## src/rtl/dist_filt_pkg.sv

```systemverilog
// Shared types for the distance boxcar filter: sample width, FSM encoding and a
// small unsigned absolute-difference helper.
package dist_filt_pkg;

  localparam int DIST_W = 7;

  typedef logic [DIST_W-1:0] dist_cm_t;

  typedef enum logic {
    FILL,
    RUN
  } filt_state_t;

  function automatic dist_cm_t abs_diff(input dist_cm_t a, input dist_cm_t b);
    return (a > b) ? (a - b) : (b - a);
  endfunction

endpackage

```

## src/rtl/distance_avg_filter_sample_tick_gen.sv

```systemverilog
// Decimating prescaler: one sample_tick every SAMPLE_DIV enabled clocks.
// enable=0 freezes the count and masks the tick.
module sample_tick_gen #(
  parameter int SAMPLE_DIV = 125000
) (
  input  logic clk,
  input  logic reset,
  input  logic enable,
  output logic sample_tick
);

  localparam int CNT_W = (SAMPLE_DIV > 2) ? $clog2(SAMPLE_DIV) : 1;
  localparam logic [CNT_W-1:0] LAST = CNT_W'(SAMPLE_DIV - 1);

  logic [CNT_W-1:0] count_reg;

  always_ff @(posedge clk) begin
    if (reset) begin
      count_reg <= '0;
    end else if (enable) begin
      count_reg <= (count_reg == LAST) ? '0 : count_reg + CNT_W'(1);
    end
  end

  assign sample_tick = enable && (count_reg == LAST);

endmodule

```

## src/rtl/distance_avg_filter.sv

```systemverilog
// DEPTH-point boxcar average of the decimated distance_cm_in stream, with a
// FILL->RUN window-full flag. Optional outlier clamp: DIST_OUTLIER_REJECT_EN.
module distance_avg_filter
  import dist_filt_pkg::*;
#(
  parameter int DEPTH_LOG2 = 3,
  parameter int SAMPLE_DIV = 125000,
  parameter int MAX_STEP   = 10
) (
  input  logic     clk,
  input  logic     reset,
  input  logic     enable,
  input  dist_cm_t distance_cm_in,
  output logic     sample_tick,
  output dist_cm_t distance_cm_out,
  output logic     out_valid
);

  localparam int DEPTH = 1 << DEPTH_LOG2;
  localparam int SUM_W = DIST_W + DEPTH_LOG2;

  if (SAMPLE_DIV < 2) begin : g_bad_div
    $error("SAMPLE_DIV must be >= 2");
  end
  if (DEPTH_LOG2 < 1) begin : g_bad_depth
    $error("DEPTH_LOG2 must be >= 1");
  end
  if (MAX_STEP < 0 || MAX_STEP >= (1 << DIST_W)) begin : g_bad_step
    $error("MAX_STEP out of range");
  end

  dist_cm_t                ring [DEPTH];
  dist_cm_t                oldest_reg;
  logic [DEPTH_LOG2-1:0]   wr_ptr_reg;
  logic [DEPTH_LOG2-1:0]   fill_cnt_reg;
  logic [SUM_W-1:0]        sum_reg;
  logic [SUM_W-1:0]        sum_next;
  filt_state_t             state_reg;
  logic                    upd_reg;
  dist_cm_t                sample_next;
  dist_cm_t                oldest_eff;

  sample_tick_gen #(
    .SAMPLE_DIV(SAMPLE_DIV)
  ) u_tick (
    .clk        (clk),
    .reset      (reset),
    .enable     (enable),
    .sample_tick(sample_tick)
  );

`ifdef DIST_OUTLIER_REJECT_EN
  localparam dist_cm_t MAX_STEP_CM = dist_cm_t'(MAX_STEP);

  always_comb begin
    sample_next = distance_cm_in;
    if (state_reg == RUN && abs_diff(distance_cm_in, distance_cm_out) > MAX_STEP_CM) begin
      sample_next = distance_cm_out;
    end
  end
`else
  always_comb begin
    sample_next = distance_cm_in;
  end
`endif

  // Ring contents are never reset: while filling, every slot is written before
  // it is ever retired, so treating the retired value as zero is equivalent.
  always_comb begin
    oldest_eff = (state_reg == FILL) ? '0 : oldest_reg;
    sum_next   = sum_reg + SUM_W'(sample_next) - SUM_W'(oldest_eff);
  end

  // Registered read of the slot about to be overwritten. wr_ptr only moves on a
  // tick and ticks are at least two clocks apart, so this is always current.
  always_ff @(posedge clk) begin
    if (sample_tick && !reset) begin
      ring[wr_ptr_reg] <= sample_next;
    end
    oldest_reg <= ring[wr_ptr_reg];
  end

  always_ff @(posedge clk) begin
    if (reset) begin
      wr_ptr_reg      <= '0;
      fill_cnt_reg    <= '0;
      sum_reg         <= '0;
      state_reg       <= FILL;
      upd_reg         <= 1'b0;
      distance_cm_out <= '0;
      out_valid       <= 1'b0;
    end else begin
      upd_reg <= sample_tick;

      if (sample_tick) begin
        sum_reg    <= sum_next;
        wr_ptr_reg <= wr_ptr_reg + DEPTH_LOG2'(1);
        if (state_reg == FILL) begin
          fill_cnt_reg <= fill_cnt_reg + DEPTH_LOG2'(1);
          if (fill_cnt_reg == DEPTH_LOG2'(DEPTH - 1)) begin
            state_reg <= RUN;
          end
        end
      end

      // One clock after the tick, publish the floored mean of the new window.
      if (upd_reg) begin
        distance_cm_out <= sum_reg[SUM_W-1:DEPTH_LOG2];
        if (state_reg == RUN) begin
          out_valid <= 1'b1;
        end
      end
    end
  end

endmodule

```

## config.mk

```make
export PLATFORM = sky130hd
export DESIGN_NAME = distance_avg_filter
export DESIGN_NICKNAME = d
export VERILOG_FILES = /design/src/rtl/dist_filt_pkg.sv /design/src/rtl/distance_avg_filter_sample_tick_gen.sv /design/src/rtl/distance_avg_filter.sv
export SDC_FILE = /design/constraint.sdc
export NUM_CORES = 1
export LEC_CHECK = 0
export CORE_ASPECT_RATIO = 1.2
export CORE_MARGIN = 2
export CORE_UTILIZATION = 44
export DETAILED_ROUTE_END_ITERATION = 12
export GPL_TIMING_DRIVEN = 0
export PLACE_DENSITY = 0.65
export SYNTH_ARGS = -nofsm -noshare
export SYNTH_HDL_FRONTEND = slang
export SYNTH_SLANG_ARGS = --single-unit
```

## constraint.sdc

```tcl
create_clock -name clk -period 5.6 [get_ports clk]
set_input_delay 1.12 -clock clk [delete_from_list [all_inputs] [get_ports clk]]
set_output_delay 1.12 -clock clk [all_outputs]
set_load 0.005 [all_outputs]
```

### Word-level counts from Yosys, hierarchy flattened

Memories as Yosys holds them, arrays and structs flattened. A register that Yosys moved wholly into a read port is not among the register bits.
Cells that the tools add are included.
Widths: inputs -> output; s select.

| operators by class | value |
|---|---|
| equality and inequality tests | 2 |
| multiplexer cells | 6 |
| reduce and logical (&&, ||, !) cells | 5 |
| bitwise operators | 1 |
| $add $sub $neg | 5 |

Operator list:

| cell | number |
|---|---|
| $add 17x1->17 const B | 1 |
| $eq 17x17->1 const B | 1 |
| $mux 17 | 1 |
| $add 10x7->10 | 1 |
| $sub 10x7->10 | 1 |
| $mux 7 | 1 |
| $add 3x1->3 const B | 2 |
| $mux 1 | 4 |
| $reduce_and 2->1 | 2 |
| $eq 3x3->1 const B | 1 |
| $logic_and 1x1->1 | 2 |
| $logic_not 1->1 | 1 |
| $not 1->1 | 1 |

| word-level totals | value |
|---|---|
| input bits | 10 |
| logic and storage cells | 28 |
| output and inout port bits | 9 |
| RAM bits | 56 |
| flip-flop bits (word level) | 43 |
| memories | 1 |

Memory list:

| memory | words | width | rd ports | clocked after Yosys merged registers in | wr ports | line | source |
|---|---|---|---|---|---|---|---|
| ring | 8 | 7 | 1 | 1 | 1 | distance_avg_filter.sv:32 | `dist_cm_t ring [DEPTH];` |

### Logic depth before layout (Yosys ltp)

Gate-level depths: netlist (run 1).

| depth | value |
|---|---|
| depth after elaboration | 5 |
| depth in mapped cells | 13 |

### Hierarchy

A second synthesis (run 1) with hierarchy kept.

| second synthesis, totals | value |
|---|---|
| cells, all modules | 403 |
| area, all modules | 4880.9 µm² |

By module, submodules not included:

| module | times used | area an instance (µm²) | cells each |
|---|---|---|---|
| distance_avg_filter | 1 | 4083.9 | 314 |
| sample_tick_gen | 1 | 797.0 | 89 |

### Worst setup path before layout (run 1)

OpenSTA, ideal clock, no wires.

| timing path | value |
|---|---|
| path type | in2reg |
| start point | input distance_cm_in[1] |
| end point | register sum_reg[9] |
| cell stages on the path | 10 |
| setup slack | 2.222 ns |
| data required time | 5.477 ns |
| data arrival time | 3.255 ns |
| setup time | 0.123 ns |
| buffers on the path | 0 |
| cell sequence | inv_1 > fa_1 > inv_1 > ha_1 > a21o_1 > nand4_1 > nand3_1 > a221oi_1 > mux2i_1 > mux2_1 |

| on the way | value |
|---|---|
| word-level cells in the longest chain between the ends | 2 |

Ends and longest elaborated chain:

| item | line | source |
|---|---|---|
| start: declaration | distance_avg_filter.sv:13 | `input dist_cm_t distance_cm_in,` |
| $add 10x7->10 | distance_avg_filter.sv:71 | `sum_next = sum_reg + SUM_W'(sample_next) - SUM_W'(oldest_eff);` |
| $sub 10x7->10 | distance_avg_filter.sv:71 |  |
| end signal: assignment | distance_avg_filter.sv:96 | `sum_reg <= sum_next;` |
| end: declaration | distance_avg_filter.sv:36 | `logic [SUM_W-1:0] sum_reg;` |

No other way between the ends.
A chain may end at the register's enable or synchronous reset.

### Worst setup path in the final report (run 1)

| timing path | value |
|---|---|
| start point | input enable |
| end point | output sample_tick |

| on the way | value |
|---|---|
| word-level cells in the longest chain between the ends | 1 |

Ends and longest elaborated chain:

| item | line | source |
|---|---|---|
| start: declaration | distance_avg_filter.sv:12 | `input logic enable,` |
| $logic_and 1x1->1 | distance_avg_filter_sample_tick_gen.sv:25 | `assign sample_tick = enable && (count_reg == LAST);` |
| end: declaration | distance_avg_filter.sv:14 | `output logic sample_tick,` |

No other way between the ends.

==> results.md, run 1 <==
- Critical Path RT: approximately 4.5 ns
- Worst VDD drop: around 0.12 mV
- Largest net degree at the start of global routing: 18
- DRC Markers: 0
- Critical R2R Launch: u_tick.count_reg[0]$_SDFFE_PP0P_
- Tmin final: 4.601 ns
- Initial core utilization: 0.4506
- Number of distinct library cells after synthesis: 49
- Startpoint types: input port
- I/O Pins: 19
- Initial antenna violation count: 0
- Critical path, cell by cell: clkdlybuf4s50_1, and3_1, buf_4, nand3_2, or3_1, buf_2, inv_2, buf_4, clkdlybuf4s50_1
- Area Overhead vs Synth: 12.97%
- Layout Skew: 0.007689 ns
- Row count: 41
- Synth area leader: edfxtp_1
- CTS HTree Levels: 3
- Post-synth ARST share: 0
- Synth area leaders: edfxtp_1, dfxtp_1, nor2_1
- Slew Limit Fails: 0
- Fin worst setup slack: between 0.9 and 1 ns
- Master of the slowest instance on the critical path: clkdlybuf4s50_1
- Hold Path Stages: 2
- Relative slew slack: 0.1152
- CTS tree: done
- Synthesis Warnings: 0
- FF-to-FF path depth: 8
- ANT nets after route: 0
- Tot GR Track Use: 0.1618
- Horiz. Die Dim: 98.51 um
- Grt ovf: 0
- RSZ-0062 raised after global routing: false
- Starting DRT DRC Count: 175
- Vias: a little over 3,000
- Via/cell ratio: 5.250
- Crit path DAT: 3.48 ns
- Min Hold Slack: ~0.46 ns
- Clock Latency Late Sink: 0.35 ns
- Vias in the first global route: 2,912
- Die Ht: 117.4 um
- Net count reported at finish: 472
- CTS clock-pin slew for the worst setup and hold paths: around 0.070 ns
- Cts repair resizes: 0
- Most frequent cells in the layout: edfxtp_1, dfxtp_1, nor2_1
- Ant diodes: 0
- Worst slew pin tran: 1.317 ns
- CP endpoint kind: primary output
- Max reg flops: 56
- Total Wirelength: 8.976 mm
- Pwr/cell area: around 270 nW/um^2
- Hold Startpoint: sum_reg[0]$_SDFFE_PP0P_
- Clock Root Buffer: clkbuf_16
- WS Path Type: input port to primary output
- Final Hold Vio Count: 0
- Routed len/inst: between 15 and 20 um
- CTS hold repair buffers: 0
- Outcome: finished, final reports clean
- CTS Buffer Depth: 2
- # port buffers: 18
- Syn avg cell area: 11.45 um^2
- Commonest non-fill, non-tap cell in the layout: edfxtp_1
- CTS Sinks: roughly 110
- Min-delay worst type: flop to flop
- Placeable Area: roughly 10,000 um^2
- Crit path buffers/inverters: 6
- Hold Path End: sum_reg[0]$_SDFFE_PP0P_
- CTS Buf Count: 9
- Setup Viol. Count Final: 0
- Primary FF master, synth: edfxtp_1
- FMAX: 217.3 MHz
- Setup Fix Bufs, Post-CTS: 0
- Synth Instances: 412
- R2R Setup Slk: about 2.4 ns
- FF+latch count, synth: ~110
- Post-synth EDFFs: 56
- Delay-heaviest family, CP: buffers and inverters
- Register area share after synthesis: 0.5689
- TNS Setup: 0 ns
- First-pass iteration count of the detailed router: 5
- Leak Pwr: approximately 1.9 nW
- Max_cap viols: 0
- Reg2Reg Capture Point: ring[0][4]$_DFFE_PP_
- Post-Syn Nets: 443
- Cell area after synthesis: around 4700 um^2
- Placement-stage worst setup slack: 0.9845 ns
- First-pass GRT wire length: around 15 mm
- Share of Yosys cell area claimed by the top area cell type: 0.3566
- Routability cong.: 0.8088
- Worst-path fanout max: 10
- Die area: approximately 12,000 um^2
- Max incr delay on CP: 0.55 ns
- Detail Placement HPWL: 6.265 mm
- Final period util: 0.8216
- Layout cell share with drive strength beyond 1: 0.08744
area by class of cell:
class	instances	area, um^2
multi-input combinational	250	1809
fill	947	5137
inverter	36	135.1
timing repair buffer	18	180.2
tap	129	161.4
clock buffer	10	229.0
sequential	106	2683
clock inverter	6	41.29
buffer	20	88.84
how the worst max path moves through the flow:
stage,startpoint,endpoint,slack [ns],depth (start not counted)
floorplan,distance_cm_in[1],sum_reg[9]$_SDFFE_PP0P_,2.22,10
global placement,enable,sample_tick,0.99,9
detailed placement,enable,sample_tick,0.98,9
CTS,enable,sample_tick,0.98,9
global route,enable,sample_tick,0.83,9
finish,enable,sample_tick,1.0,9
worst register-to-register path, delay by kind of cell, from the launching register on:
family                   cells  cell delay (ns)
buffers and inverters        2             0.30
flip-flops                   1             0.36
AND/OR/NAND/NOR              5             1.97
adder cells (fa/ha/maj)      1             0.17
synth_stat cells, types with 2 or more instances:
library cell	n
a21o_1	5
a21oi_1	16
a221oi_1	2
a22oi_1	6
a31oi_1	2
and2_1	7
and3_1	2
buf_1	2
buf_2	5
buf_4	2
clkbuf_1	11
dfxtp_1	50
edfxtp_1	56
fa_1	7
ha_1	14
inv_1	35
mux2_2	8
mux2i_1	16
mux4_2	4
nand2_1	25
nand2b_1	5
nand3_1	10
nand4_1	6
nor2_1	47
nor2b_1	7
nor3_1	5
nor4_1	2
o21ai_0	9
o22a_1	2
or3_1	4
xnor2_1	9
xor2_1	14
metrics by stage:
stage               instances  power [mW]    util  area (um^2)
floorplan                 412      0.8734       -         4716
global placement          559      0.8944  0.4833         5057
detailed placement        559      0.8967  0.4833         5057
CTS                       575       1.474  0.5091         5328
global route              575       1.505  0.5091         5328
finish                    575       1.461  0.5091         5328
power by group:
part	switching, mW	internal, mW	total (mW)
combinational	0.0349	0.0252	0.0601
clock	0.279	0.303	0.582
sequential	0.00124	0.817	0.819
total	0.315	1.15	1.46
kinds of logic after synthesis:
kind of cell,after synthesis,share of synthesized area
and+or+nand+nor,128,0.1329
DFF,106,0.5689
buffers and inverters,56,0.04749
AOI/OAI and AO/OA,49,0.06660
muxes,29,0.07456
xor gates and xnor gates,23,0.04272
adders and majority gates,21,0.06686
layer usage:
layer / GRT usage / part of all wire / up-vias
met5: 0 / 0 / -
met4: 0.07192 / 0.020 / 0
met3: 0.03456 / 0.033 / 16
met2: 0.2623 / 0.49 / 61
met1: 0.2078 / 0.46 / 1452
li1: - / - / 1490
No activity file was read; power rests on OpenSTA's default activity.
==> run 2: changes to the inputs <==
==> constraint.sdc (replaced) <==
create_clock -name clk -period 4.6 [get_ports clk]
set_input_delay 0.92 -clock clk [delete_from_list [all_inputs] [get_ports clk]]
set_output_delay 0.92 -clock clk [all_outputs]
set_load 0.005 [all_outputs]
==> results of run 2 <==
The final DEF is identical to that of run 1. Status: finished, final reports clean.
Among the figures that moved: setup slack after placement 0.9845 ns -> 0.3624 ns; setup slack after layout 0.9990 ns -> 0.3990 ns; register-to-register setup slack 2.40 ns -> 1.40 ns; total power 1.461 mW -> 1.779 mW; worst IR drop on VDD 0.1168 mV -> 0.1422 mV
==> RTL edit 1, RTL diff (settings of run 1) <==
Make the reset (`reset`) asynchronous in 2 clocked blocks.
--- a/src/rtl/distance_avg_filter_sample_tick_gen.sv
+++ b/src/rtl/distance_avg_filter_sample_tick_gen.sv
@@ -15,5 +15,5 @@
   logic [CNT_W-1:0] count_reg;
 
-  always_ff @(posedge clk) begin
+  always_ff @(posedge clk or posedge reset) begin
     if (reset) begin
       count_reg <= '0;
--- a/src/rtl/distance_avg_filter.sv
+++ b/src/rtl/distance_avg_filter.sv
@@ -81,5 +81,5 @@
   end
 
-  always_ff @(posedge clk) begin
+  always_ff @(posedge clk or posedge reset) begin
     if (reset) begin
       wr_ptr_reg      <= '0;
Formal check against the unedited RTL: same outputs for any inputs over 10 cycles, from zero or initial values and one cycle with reset high; that may be too few to reach the edited logic, so the function may still have changed.
==> RTL edit 1 against run 1 <==
- worst setup slack better by 0.83 ns
- design area is 3.2% higher
- maximum frequency up 22%
- synthesized area increased by 2.7%
- wire length shrank 2.2%
- total power increased by 7.3%
- critical path depth up 2
- sequential cell count unchanged
==> RTL edit 1: results (changes against run 1) <==
Route
  – M1 wire length: 3960 um (was 4120 um)
  – DR pass1 iterations: 4 (was 5)
  – Avg Vias per Cell: 5.31 (was 5.25)
  – Drt first-iter violations: 134 (was 175)
  – Met2 wire length: 4340 um (was 4380 um)

Status
  – Status: completed (unchanged)

Global routing
  – Global Route met1 Usage: 20.7% (was 20.8%)
  – Met3 usage: 3.11% (was 3.46%)
  – Largest net degree at the start of global routing: 26 (was 18)
  – First-pass GRT wire length: 14400 um (was 14600 um)
  – Gr usage total: 16.0% (was 16.2%)
  – Grt met2 use: 26.0% (was 26.2%)
  – Vias in the first global route: 2933 (was 2912)

Finish
  – Multi-input logic area: 0.00173 sq mm (was 0.00181 sq mm)
  – Seq cells: 106 (unchanged)
  – Fillers: 921 (was 947)
  – ClkCell Share: 5.28% (was 5.07%)
  – Layout cells sized above 1: 11.6% (was 8.74%)
  – Layout Nets: 450 (was 472)
  – Buffering overhead: 4.94% (was 5.05%)
  – Non-clock inverter count: 38 (was 36)
  – Nonclk buf count: 32 (was 38)
  – Final Non-Filler Cells: 553 (was 575)
  – Seq/total area: 52.7% (was 50.4%)

Logic synthesis
  – Post-synth ARST share: 40.6% (was 0%)
  – Cells after synthesis: 389 (was 412)
  – Share of the synthesized area in compound gates (AO/OA/AOI/OAI): 6.38% (was 6.66%)
  – Post-synthesis net count: 420 (was 443)
  – Mux cell area share after synthesis: 7.13% (was 7.46%)
  – Post-synthesis xor/xnor area fraction: 4.49% (was 4.27%)
  – Sequential area share after synthesis: 59.8% (was 56.9%)
  – Synth cell types: 51 (was 49)

Place
  – Pre-CTS setup slack: 1.49 ns (was 0.984 ns)
  – Gpl congestion: 0.846 (was 0.809)
  – Detail Placement HPWL: 6230 um (was 6260 um)
  – Placed Instances: 537 (was 559)
  – DP Area: 0.00521 sq mm (was 0.00506 sq mm)

Setup path
  – Worst path max stage delay: 0.65 ns (was 0.55 ns)
  – Reg2Reg Setup Slack: 2.22 ns (was 2.40 ns)
  – CP delay by family, top: adder cells (was buffers and inverters)
  – Worst R2R End: ring[2][0] (was ring[0][4])
  – R2r worst-path depth: 7 (was 8)
  – Worst r2r src: u_tick.count_reg[0] (unchanged)
  – Crit path DAT: 4.00 ns (was 3.48 ns)
  – Critical path peak fanout: 9 (was 10)
  – Worst setup path endpoint: sum_reg[8] (was sample_tick)
  – WS Path Type: in2reg (was in2out)

Timing
  – Fin crit period: 3.77 ns (was 4.60 ns)
  – Slew margin rel.: 6.91% (was 11.5%)
  – Clk_skew: 0.0111 ns (was 0.00769 ns)

Pwr
  – Max rail drop VDD: 0.000159 V (was 0.000117 V)
RTL edit 1: cell count changes after synthesis, sizes merged, moves of 5 or more:
cell / change
clkbuf: -5
xnor2: +5
nor2: -22
dfrtp: +43
dfxtp: -43
o21ai: +12
nand2: +6
nor2b: -6
mux2: +5
RTL edit 1: how the worst min path moves through the flow:
stage                     from  slack (ns)          to  cells past startpoint
floorplan           sum_reg[9]        0.44  sum_reg[9]                      1
global placement     out_valid        0.45   out_valid                      1
detailed placement   out_valid        0.45   out_valid                      1
CTS                  out_valid        0.47   out_valid                      1
global route         out_valid        0.49   out_valid                      1
finish               out_valid        0.47   out_valid                      1
RTL edit 1: where the power goes:
| part | internal [uW] | total (uW) | switching, uW |
|---|---|---|---|
| Combinational | 42.1 | 94.6 | 52.5 |
| Sequential | 838 | 865 | 26.7 |
| Clock | 313 | 609 | 297 |
| Total | 1190 | 1570 | 376 |
==> RTL edit 2, RTL diff (config.mk and constraints of run 1) <==
Made on the original files. Build with the macro `DIST_OUTLIER_REJECT_EN` defined.
--- a/src/rtl/distance_avg_filter.sv
+++ b/src/rtl/distance_avg_filter.sv
@@ -1,4 +1,6 @@
 // DEPTH-point boxcar average of the decimated distance_cm_in stream, with a
 // FILL->RUN window-full flag. Optional outlier clamp: DIST_OUTLIER_REJECT_EN.
+`define DIST_OUTLIER_REJECT_EN
+
 module distance_avg_filter
   import dist_filt_pkg::*;
Check against the original RTL: no difference found for any inputs over 10 cycles, from zero or initial values and one cycle with reset high; that may be too few to reach the edited logic, so the function may still have changed.
==> RTL edit 2 against run 1 <==
- critical path depth up 12
- sequential cell count unchanged
- total power up 4.8%
- clock power up 5.5%
- largest power group unchanged
- core utilization up 0.55 points
- design area up 17%
- synthesized area up 16%
- non-clock buffer count up 5
- wire length up 25%
- combinational power up 66%
- sequential power about the same
- worst setup slack worse by 0.71 ns
- clock skew up 0.0029 ns
- synthesized cell count up 25%
==> RTL edit 2: results (changes against run 1) <==
Setup path
  – Worst setup startpoint: distance_cm_in[5] (was enable)
  – Worst R2R End: sum_reg[9] (was ring[0][4])
  – Worst r2r src: distance_cm_out[0] (was u_tick.count_reg[0])
  – Worst path max stage delay: 0.60 ns (was 0.55 ns)
  – Critical path endpoint category: register (was primary output)
  – CP delay by family, top: compound AO/OA/AOI/OAI gates (was buffers and inverters)
  – Crit path DAT: 5.53 ns (was 3.48 ns)

Finish
  – Layout cells sized above 1: 9.98% (was 8.74%)

Logic synthesis
  – Synth top area cells: edfxtp_1, dfxtp_1, ha_1, mux2i_1, nor2_1 (was edfxtp_1, dfxtp_1, nor2_1, ha_1, mux2i_1)
  – Mux cell area share after synthesis: 8.48% (was 7.46%)
  – Post-Synth Adder-Cell Area: 9.71% (was 6.69%)
  – Cells after synthesis: 515 (was 412)
  – Synth cell types: 55 (was 49)
  – Share of the synthesized area in compound gates (AO/OA/AOI/OAI): 8.96% (was 6.66%)
  – Top cells by count, synth: nor2_1, edfxtp_1, dfxtp_1 (was edfxtp_1, dfxtp_1, nor2_1)

Global routing
  – Global Route met1 Usage: 22.9% (was 20.8%)
  – First-pass GRT wire length: 18900 um (was 14600 um)
  – Met3 usage: 2.95% (was 3.46%)
  – Grt met2 use: 31.5% (was 26.2%)
  – Largest net degree at the start of global routing: 21 (was 18)

Timing
  – Clk_skew: 0.0106 ns (was 0.00769 ns)
  – Slew margin rel.: 15.9% (was 11.5%)
  – Setup ws final: 0.292 ns (was 0.999 ns)
  – WHS: 0.456 ns (was 0.458 ns)

Pwr
  – Static Leak: 0.00231 uW (was 0.00191 uW)
  – Logic pwr share: 6.5% (was 4.1%)
  – Clk power: 614 uW (was 582 uW)
  – Int Power: 1170 uW (was 1150 uW)
  – Max rail drop VDD: 0.000132 V (was 0.000117 V)

Place
  – Gpl congestion: 0.830 (was 0.809)
  – Pre-CTS setup slack: -0.746 ns (was 0.984 ns)
  – Placed Instances: 695 (was 559)
  – DP Area: 0.00585 sq mm (was 0.00506 sq mm)
  – Detail Placement HPWL: 8290 um (was 6260 um)

Route
  – Drt first-iter violations: 211 (was 175)
  – WL per Instance: 15.7 um (was 15.6 um)
  – Via count: 3742 (was 3019)
  – Met2 wire length: 5760 um (was 4380 um)
  – M1 wire length: 4960 um (was 4120 um)
  – Met3 WL: 390 um (was 298 um)

Status
  – Status: completed (unchanged)
[RTL edit 2: cell types whose count changed after synthesis, sizes merged, moves of 4 or more]
| cell | change |
|---|---|
| o21ai | +9 |
| inv | +9 |
| a211oi | +5 |
| nand2 | +10 |
| o21a | +4 |
| mux2i | +10 |
| clkbuf | +4 |
| a21oi | +6 |
| xnor2 | +8 |
| nor2 | +18 |
| a22oi | -4 |
| ha | +14 |
[RTL edit 2: layout make-up]
| type | instances | area, sq um |
|---|---|---|
| tap | 161 | 201 |
| inverter | 45 | 169 |
| clock inverter | 7 | 67.6 |
| multi-input combinational | 341 | 2570 |
| clock buffer | 9 | 225 |
| sequential | 106 | 2680 |
| timing repair buffer | 21 | 208 |
| buffer | 22 | 104 |
| fill | 1062 | 5880 |
[RTL edit 2: what timing repair did]
item	4_1_cts	5_1_grt
hold buffers	0	0
pin swaps	3	7
endpoints found under the setup margin	6	6
resized for setup	8	15
buffers inserted	1	1
